## src/rtl/mips_pkg.sv

```systemverilog
// Shared MIPS core types: instruction width, PC stride, NOP encoding and the fetch-queue entry.
package mips_pkg;
  localparam int          INSTR_W   = 32;
  localparam logic [31:0] PC_STEP   = 32'd4;
  localparam logic [31:0] NOP_INSTR = 32'h0000_0000;

  typedef struct packed {
    logic [31:0] pc;
    logic [31:0] instr;
  } fq_entry_t;
endpackage

```

## src/rtl/fetch_queue_ram.sv

```systemverilog
// DEPTH-entry register array with FETCH_W write ports at wr_base+i and ISSUE_W read ports at rd_base+i.
// Indices wrap modulo DEPTH through the natural overflow of the pointer-width sum.
module fetch_queue_ram
  import mips_pkg::*;
#(
  parameter int FETCH_W = 2,
  parameter int ISSUE_W = 2,
  parameter int DEPTH   = 8,
  localparam int PTR_W  = $clog2(DEPTH)
) (
  input  logic             clk,
  input  logic             rst_n,
  input  logic [FETCH_W-1:0] wr_en,
  input  logic [PTR_W-1:0] wr_base,
  input  fq_entry_t        wr_ent [FETCH_W],
  input  logic [PTR_W-1:0] rd_base,
  output fq_entry_t        rd_ent [ISSUE_W]
);
  fq_entry_t mem [DEPTH];

  always_ff @(posedge clk or negedge rst_n) begin
    if (!rst_n) begin
      for (int k = 0; k < DEPTH; k++) mem[k] <= '0;
    end else begin
      for (int i = 0; i < FETCH_W; i++) begin
        if (wr_en[i]) mem[wr_base + PTR_W'(i)] <= wr_ent[i];
      end
    end
  end

  always_comb begin
    for (int i = 0; i < ISSUE_W; i++) rd_ent[i] = mem[rd_base + PTR_W'(i)];
  end
endmodule

```

## src/rtl/fetch_queue.sv

```systemverilog
// IF->ID instruction queue: FETCH_W-wide all-or-nothing push, ISSUE_W-wide issue, flush and FREEZE.
// Define FETCH_QUEUE_BYPASS_EN to steer fetch slots straight to issue when the queue is empty.
module fetch_queue
  import mips_pkg::*;
#(
  parameter int FETCH_W = 2,
  parameter int ISSUE_W = 2,
  parameter int DEPTH   = 8,
  localparam int PTR_W  = $clog2(DEPTH),
  localparam int CW     = $clog2(FETCH_W + 1),
  localparam int TW     = $clog2(ISSUE_W + 1),
  localparam int OW     = $clog2(DEPTH + 1)
) (
  input  logic                         CLK,
  input  logic                         RESET,
  input  logic                         flush,
  input  logic                         FREEZE,
  input  logic [CW-1:0]                fetch_count,
  input  logic [31:0]                  fetch_pc,
  input  logic [INSTR_W*FETCH_W-1:0]   fetch_instr,
  output logic                         fetch_ready,
  output logic [ISSUE_W-1:0]           issue_valid,
  output logic [32*ISSUE_W-1:0]        issue_pc,
  output logic [INSTR_W*ISSUE_W-1:0]   issue_instr,
  input  logic [TW-1:0]                issue_take,
  output logic [OW-1:0]                occupancy
);
  localparam logic [OW-1:0] READY_MAX = OW'(DEPTH - FETCH_W);
  localparam logic [OW-1:0] FETCH_MAX = OW'(FETCH_W);
  localparam logic [OW-1:0] ISSUE_MAX = OW'(ISSUE_W);

  logic [PTR_W-1:0] head, tail;
  fq_entry_t        fetch_ent [FETCH_W];
  fq_entry_t        wr_ent [FETCH_W];
  fq_entry_t        rd_ent [ISSUE_W];
  logic [FETCH_W-1:0] wr_en;
  logic [OW-1:0]    req_n, push_n, avail, eff_take, skip, wr_n;
  logic             bypass;

  assign fetch_ready = (occupancy <= READY_MAX);
  assign req_n       = (OW'(fetch_count) > FETCH_MAX) ? FETCH_MAX : OW'(fetch_count);
  assign push_n      = fetch_ready ? req_n : '0;

`ifdef FETCH_QUEUE_BYPASS_EN
  assign bypass = (occupancy == '0) && !flush;
`else
  assign bypass = 1'b0;
`endif

  // While bypassing, the entries ID takes this cycle are never written.
  assign avail    = bypass ? ((push_n < ISSUE_MAX) ? push_n : ISSUE_MAX)
                           : ((occupancy < ISSUE_MAX) ? occupancy : ISSUE_MAX);
  assign eff_take = FREEZE ? '0 : ((OW'(issue_take) < avail) ? OW'(issue_take) : avail);
  assign skip     = bypass ? eff_take : '0;
  assign wr_n     = push_n - skip;

  always_comb begin
    for (int j = 0; j < FETCH_W; j++) begin
      fetch_ent[j].pc    = fetch_pc + PC_STEP * 32'(j);
      fetch_ent[j].instr = fetch_instr[INSTR_W*j +: INSTR_W];
    end
  end

  always_comb begin
    for (int i = 0; i < FETCH_W; i++) begin
      wr_ent[i] = '0;
      wr_en[i]  = !flush && (OW'(i) < wr_n);
      for (int j = 0; j < FETCH_W; j++) begin
        if (OW'(j) == OW'(i) + skip) wr_ent[i] = fetch_ent[j];
      end
    end
  end

  fetch_queue_ram #(.FETCH_W(FETCH_W), .ISSUE_W(ISSUE_W), .DEPTH(DEPTH)) u_ram (
    .clk     (CLK),
    .rst_n   (RESET),
    .wr_en   (wr_en),
    .wr_base (tail),
    .wr_ent  (wr_ent),
    .rd_base (head),
    .rd_ent  (rd_ent)
  );

  always_ff @(posedge CLK or negedge RESET) begin
    if (!RESET) begin
      head      <= '0;
      tail      <= '0;
      occupancy <= '0;
    end else if (flush) begin
      head      <= '0;
      tail      <= '0;
      occupancy <= '0;
    end else begin
      head      <= head + PTR_W'(eff_take - skip);
      tail      <= tail + PTR_W'(wr_n);
      occupancy <= occupancy + wr_n - (eff_take - skip);
    end
  end

  always_comb begin
    fq_entry_t sel;
    logic      vld;
    for (int i = 0; i < ISSUE_W; i++) begin
      sel = rd_ent[i];
      vld = (OW'(i) < occupancy);
      if (bypass) begin
        sel = '0;
        vld = (OW'(i) < push_n);
        for (int j = 0; j < FETCH_W; j++) begin
          if (j == i) sel = fetch_ent[j];
        end
      end
      issue_valid[i]                  = vld;
      issue_pc[32*i +: 32]            = vld ? sel.pc : 32'h0;
      issue_instr[INSTR_W*i +: INSTR_W] = vld ? sel.instr : NOP_INSTR;
    end
  end

  // ID must never ask for more entries than are presented; the RTL clamps regardless.
  assert property (@(posedge CLK) disable iff (!RESET)
    (FREEZE || flush || (OW'(issue_take) <= avail)));
endmodule

```

## config.mk

```make
export PLATFORM = sky130hd
export DESIGN_NAME = fetch_queue
export DESIGN_NICKNAME = d
export VERILOG_FILES = /design/src/rtl/mips_pkg.sv /design/src/rtl/fetch_queue_ram.sv /design/src/rtl/fetch_queue.sv
export SDC_FILE = /design/constraint.sdc
export NUM_CORES = 2
export LEC_CHECK = 0
export CAP_MARGIN = 20
export CORE_MARGIN = 5
export CORE_UTILIZATION = 60
export CTS_BUF_LIST = sky130_fd_sc_hd__clkbuf_8
export DETAILED_ROUTE_END_ITERATION = 10
export HOLD_SLACK_MARGIN = 0.05
export PLACE_DENSITY = 0.81
export SLEW_MARGIN = 30
export SYNTH_ARGS = -nofsm -noshare
export SYNTH_HDL_FRONTEND = slang
export SYNTH_HIERARCHICAL = 1
export SYNTH_SLANG_ARGS = --single-unit
export TNS_END_PERCENT = 20
```

## constraint.sdc

```tcl
create_clock -name CLK -period 4.4 [get_ports CLK]
set_input_delay 0.88 -clock CLK [delete_from_list [all_inputs] [get_ports CLK]]
set_output_delay 0.88 -clock CLK [all_outputs]
set_load 0.02 [all_outputs]
```

==> flow_summary.yaml <==
outcome:
  status: "finished, final reports clean"
drt:
  wl_per_cell_um: 28.6
  drc: 0
  dr.pass1.iters: 5
  ant_nets: 0
  drt-initial-drc-count: 1922
  vias: 23389
  viasPerCell: 6.73
  routed_wl_mm: 99.5
layout:
  nets: 2762
  filler_cell_count: 3922
  final_core_util_pct: 69.7
  area_delta_synth_final_pct: 14.8
  drive_gt1_share_pct: 58.7
global_route:
  grt_pass1_vias: 25469
  grt.total_usage_pct: 31.2
  grt_max_degree: 105
  grt_pass1_wl_mm: 153
  antenna_found_initial: 14
  overflow: 0
timing:
  max_freq_mhz: 232
  fin_hold_ws_ns: 0.246
  layout_setup_ws_ns: 0.0864
  hold_viol_final: 0
  finClkSkew_ns: 0.0229
  tightest_slew_ns: 0.883
  fin_crit_ns: 4.31
  period_share_pct: 98.0
  final-setup-viol-count: 0
  rsz0062_at_grt: "yes"
  final_max_slew_viol_count: 0
  relSlewSlack_pct: 41.2
power:
  powerDensity_nw_per_um2: 764
  p_total_uw: 30700
  vdd_drop_max_v: 0.000655
  static-leakage-power_uw: 0.0171
yosys:
  synth-seq-cells: 522
  synth-main-ff-cell: "dfrtp_1"
  synth_top_family_by_area: "multiplexers"
  async_flop_share_pct: 100
  muxShareOfSynthArea_pct: 53.5
  synth_area_leaders: "dfrtp_1, mux2_2, mux4_2"
  synth_top_area_share_pct: 37.2
  yosys_warnings: 6
  synth_fa_ha_area_share_pct: 0.656
  syn-cell-area_um2: 35100
  synth_xor_area_share_pct: 0.917
  synthCells: 2414
  syn_nets: 2534
  ys_types: 49
  synth-simple-area-share_pct: 4.02
  synth_edf_count: 0
  synth-compound-area-share_pct: 0.168
  seq_area_frac_synth_pct: 37.2
  synth_top_cell_by_area: "dfrtp_1"
  syn_area_per_cell_um2: 14.5
die:
  start_util_pct: 60.7
  core_region_area_um2: 57800
  num_rows: 88
  ios: 239
  die_x_um: 252
  die_h_um: 252
  die_area_um2: 63400
clock_tree:
  clock_sinks: 522
  clk_path_buf_depth: 3
  cts_buffers: 93
  worst_setup_hold_path_clk_slew_ns: 0.06
  clockRootBuffer: "clkbuf_8"
  cts_tree: "built"
  clock_latency_ns: 0.71
  ctsHtreeMaxLevel: 3
critical_path:
  startpoint_type: "flop"
  path_cells: "ha_4 -> buf_12 -> buf_4 -> mux4_2 -> mux2_2 -> nor2b_1 -> clkdlybuf4s50_1"
  rr_startpoint: "occupancy[2]$_DFF_PN0_"
  worstSetupPathType: "flop to primary output"
  reg2regPathDepth: 15
  critPathMaxStageDelay_ns: 0.57
  r2r_end: "occupancy[3]$_DFF_PN0_"
  cp_max_fo: 8
  path_delay_family: "buffers and inverters"
  r2r_setup_slack_ns: 0.79
  required_ns: 3.52
  path_depth: 7
  worstPathArrival_ns: 3.43
  crit_buf_inv: 3
  cp_slowest_cell: "dfrtp_4"
  endpoint_kind: "primary output"
place:
  pre_cts_slack_ns: 0.463
  numPortBuffers: 238
  gp_congestion: 0.808
  dp_hpwl_mm: 57.8
flow_run:
  maxCapViolations: 0
hold_path:
  worstHoldPathType: "primary input to asynchronous set/reset pin"
## Yosys cell counts, types with 5 or more instances
cell type and number:
buf_1 5, buf_2 102, buf_4 25, buf_6 32
clkbuf_1 25, dfrtp_1 522, ha_1 12, inv_1 14
mux2_1 60, mux2_2 1092, mux4_2 256, nand2_1 13
nand3_1 8, nand4_1 12, nor2_1 14, nor2b_1 133
xnor2_1 25, xor2_1 8
## layer usage
metal	wire, um	part of all wire, %	global-route usage, %
met1	38700	39	40.4
met2	49700	50	51.8
met3	7500	7.5	7.15
met4	3450	3.5	11.7
met5	69	0.069	0
## how the worst max path moves through the flow
stage                        endpoint              startpoint  slack [ns]
6_report                 issue_pc[36]       head[0]$_DFF_PN0_        0.09
5_1_grt                  issue_pc[36]       head[0]$_DFF_PN0_       -0.02
4_1_cts               issue_instr[63]       head[0]$_DFF_PN0_       -0.08
3_5_place_dp          issue_instr[32]       head[0]$_DFF_PN0_        0.46
3_3_place_gp          issue_instr[53]       head[0]$_DFF_PN0_        0.59
2_1_floorplan  occupancy[3]$_DFF_PN0_  occupancy[2]$_DFF_PN0_        0.87
## cell families after synthesis
group | count (synthesis)
xor+xnor | 35
compound gates | 9
mux | 1409
buf+inv | 207
simple gates | 216
flops | 522
fa+ha+maj | 16
## through the flow
stage	instance area, um2	TNS [ns]	std cells
floorplan	35100	0	2414
global placement	38200	0	3301
detailed placement	38300	0	3302
CTS	40100	-0.474	3464
global route	40300	-0.0681	3474
finish	40300	0	3477
## placed cells by master (no fill, tap or decap), types with 4 or more instances in the layout
cell type           n
nand3_1             8
clkdlybuf4s50_1   206
diode_2             8
mux2_2           1092
dlygate4sd2_1      27
fa_1                4
buf_4              50
and3_1              4
nor2_1             13
ha_1               11
clkinv_2            7
nand2_4             6
clkinvlp_4          5
dlymetal6s2s_1      4
buf_12             21
nor2b_1           133
nand4_4             4
xnor2_1            25
xor2_1              7
mux4_2            256
dfrtp_1           519
clkbuf_8          108
nand4_1            12
mux2_1             60
buf_16              9
nand2_1            10
inv_1              49
## registers in the layout (all words and copies together), names as in the netlist
| signal | flops |
|---|---|
| u_ram/mem | 512 |
| occupancy | 4 |
| head | 3 |
| tail | 3 |
## final cells by class
class,instances,area [um2],share of cell area (%)
diodes,8,20.0,0.0497
flip-flops and latches,522,13100,32.5
well taps,765,957,2.38
clock inverters,49,238,0.590
clock buffers,108,1490,3.69
multi-input cells,1685,20900,51.9
repair buffers,324,3550,8.81
inverters,16,60.1,0.149
## power by group
group	total (uW)	switching, uW	leakage (uW)	internal (uW)
clock network	4320	2060	0.00101	2260
logic	18100	7640	0.00947	10400
registers	8360	1550	0.00658	6810
total	30700	11200	0.0171	19500
## what timing repair did
| action | 4_1_cts | 5_1_grt |
|---|---|---|
| hold buffers | 0 | 0 |
| gates resized for setup | 32 | 10 |
| setup endpoints to repair | 82 | 26 |
| buffers inserted | 1 | 3 |
| pin swaps | 1 | 1 |
| gates cloned | 4 | 2 |
Note: power is estimated with default switching activity, not from simulation.
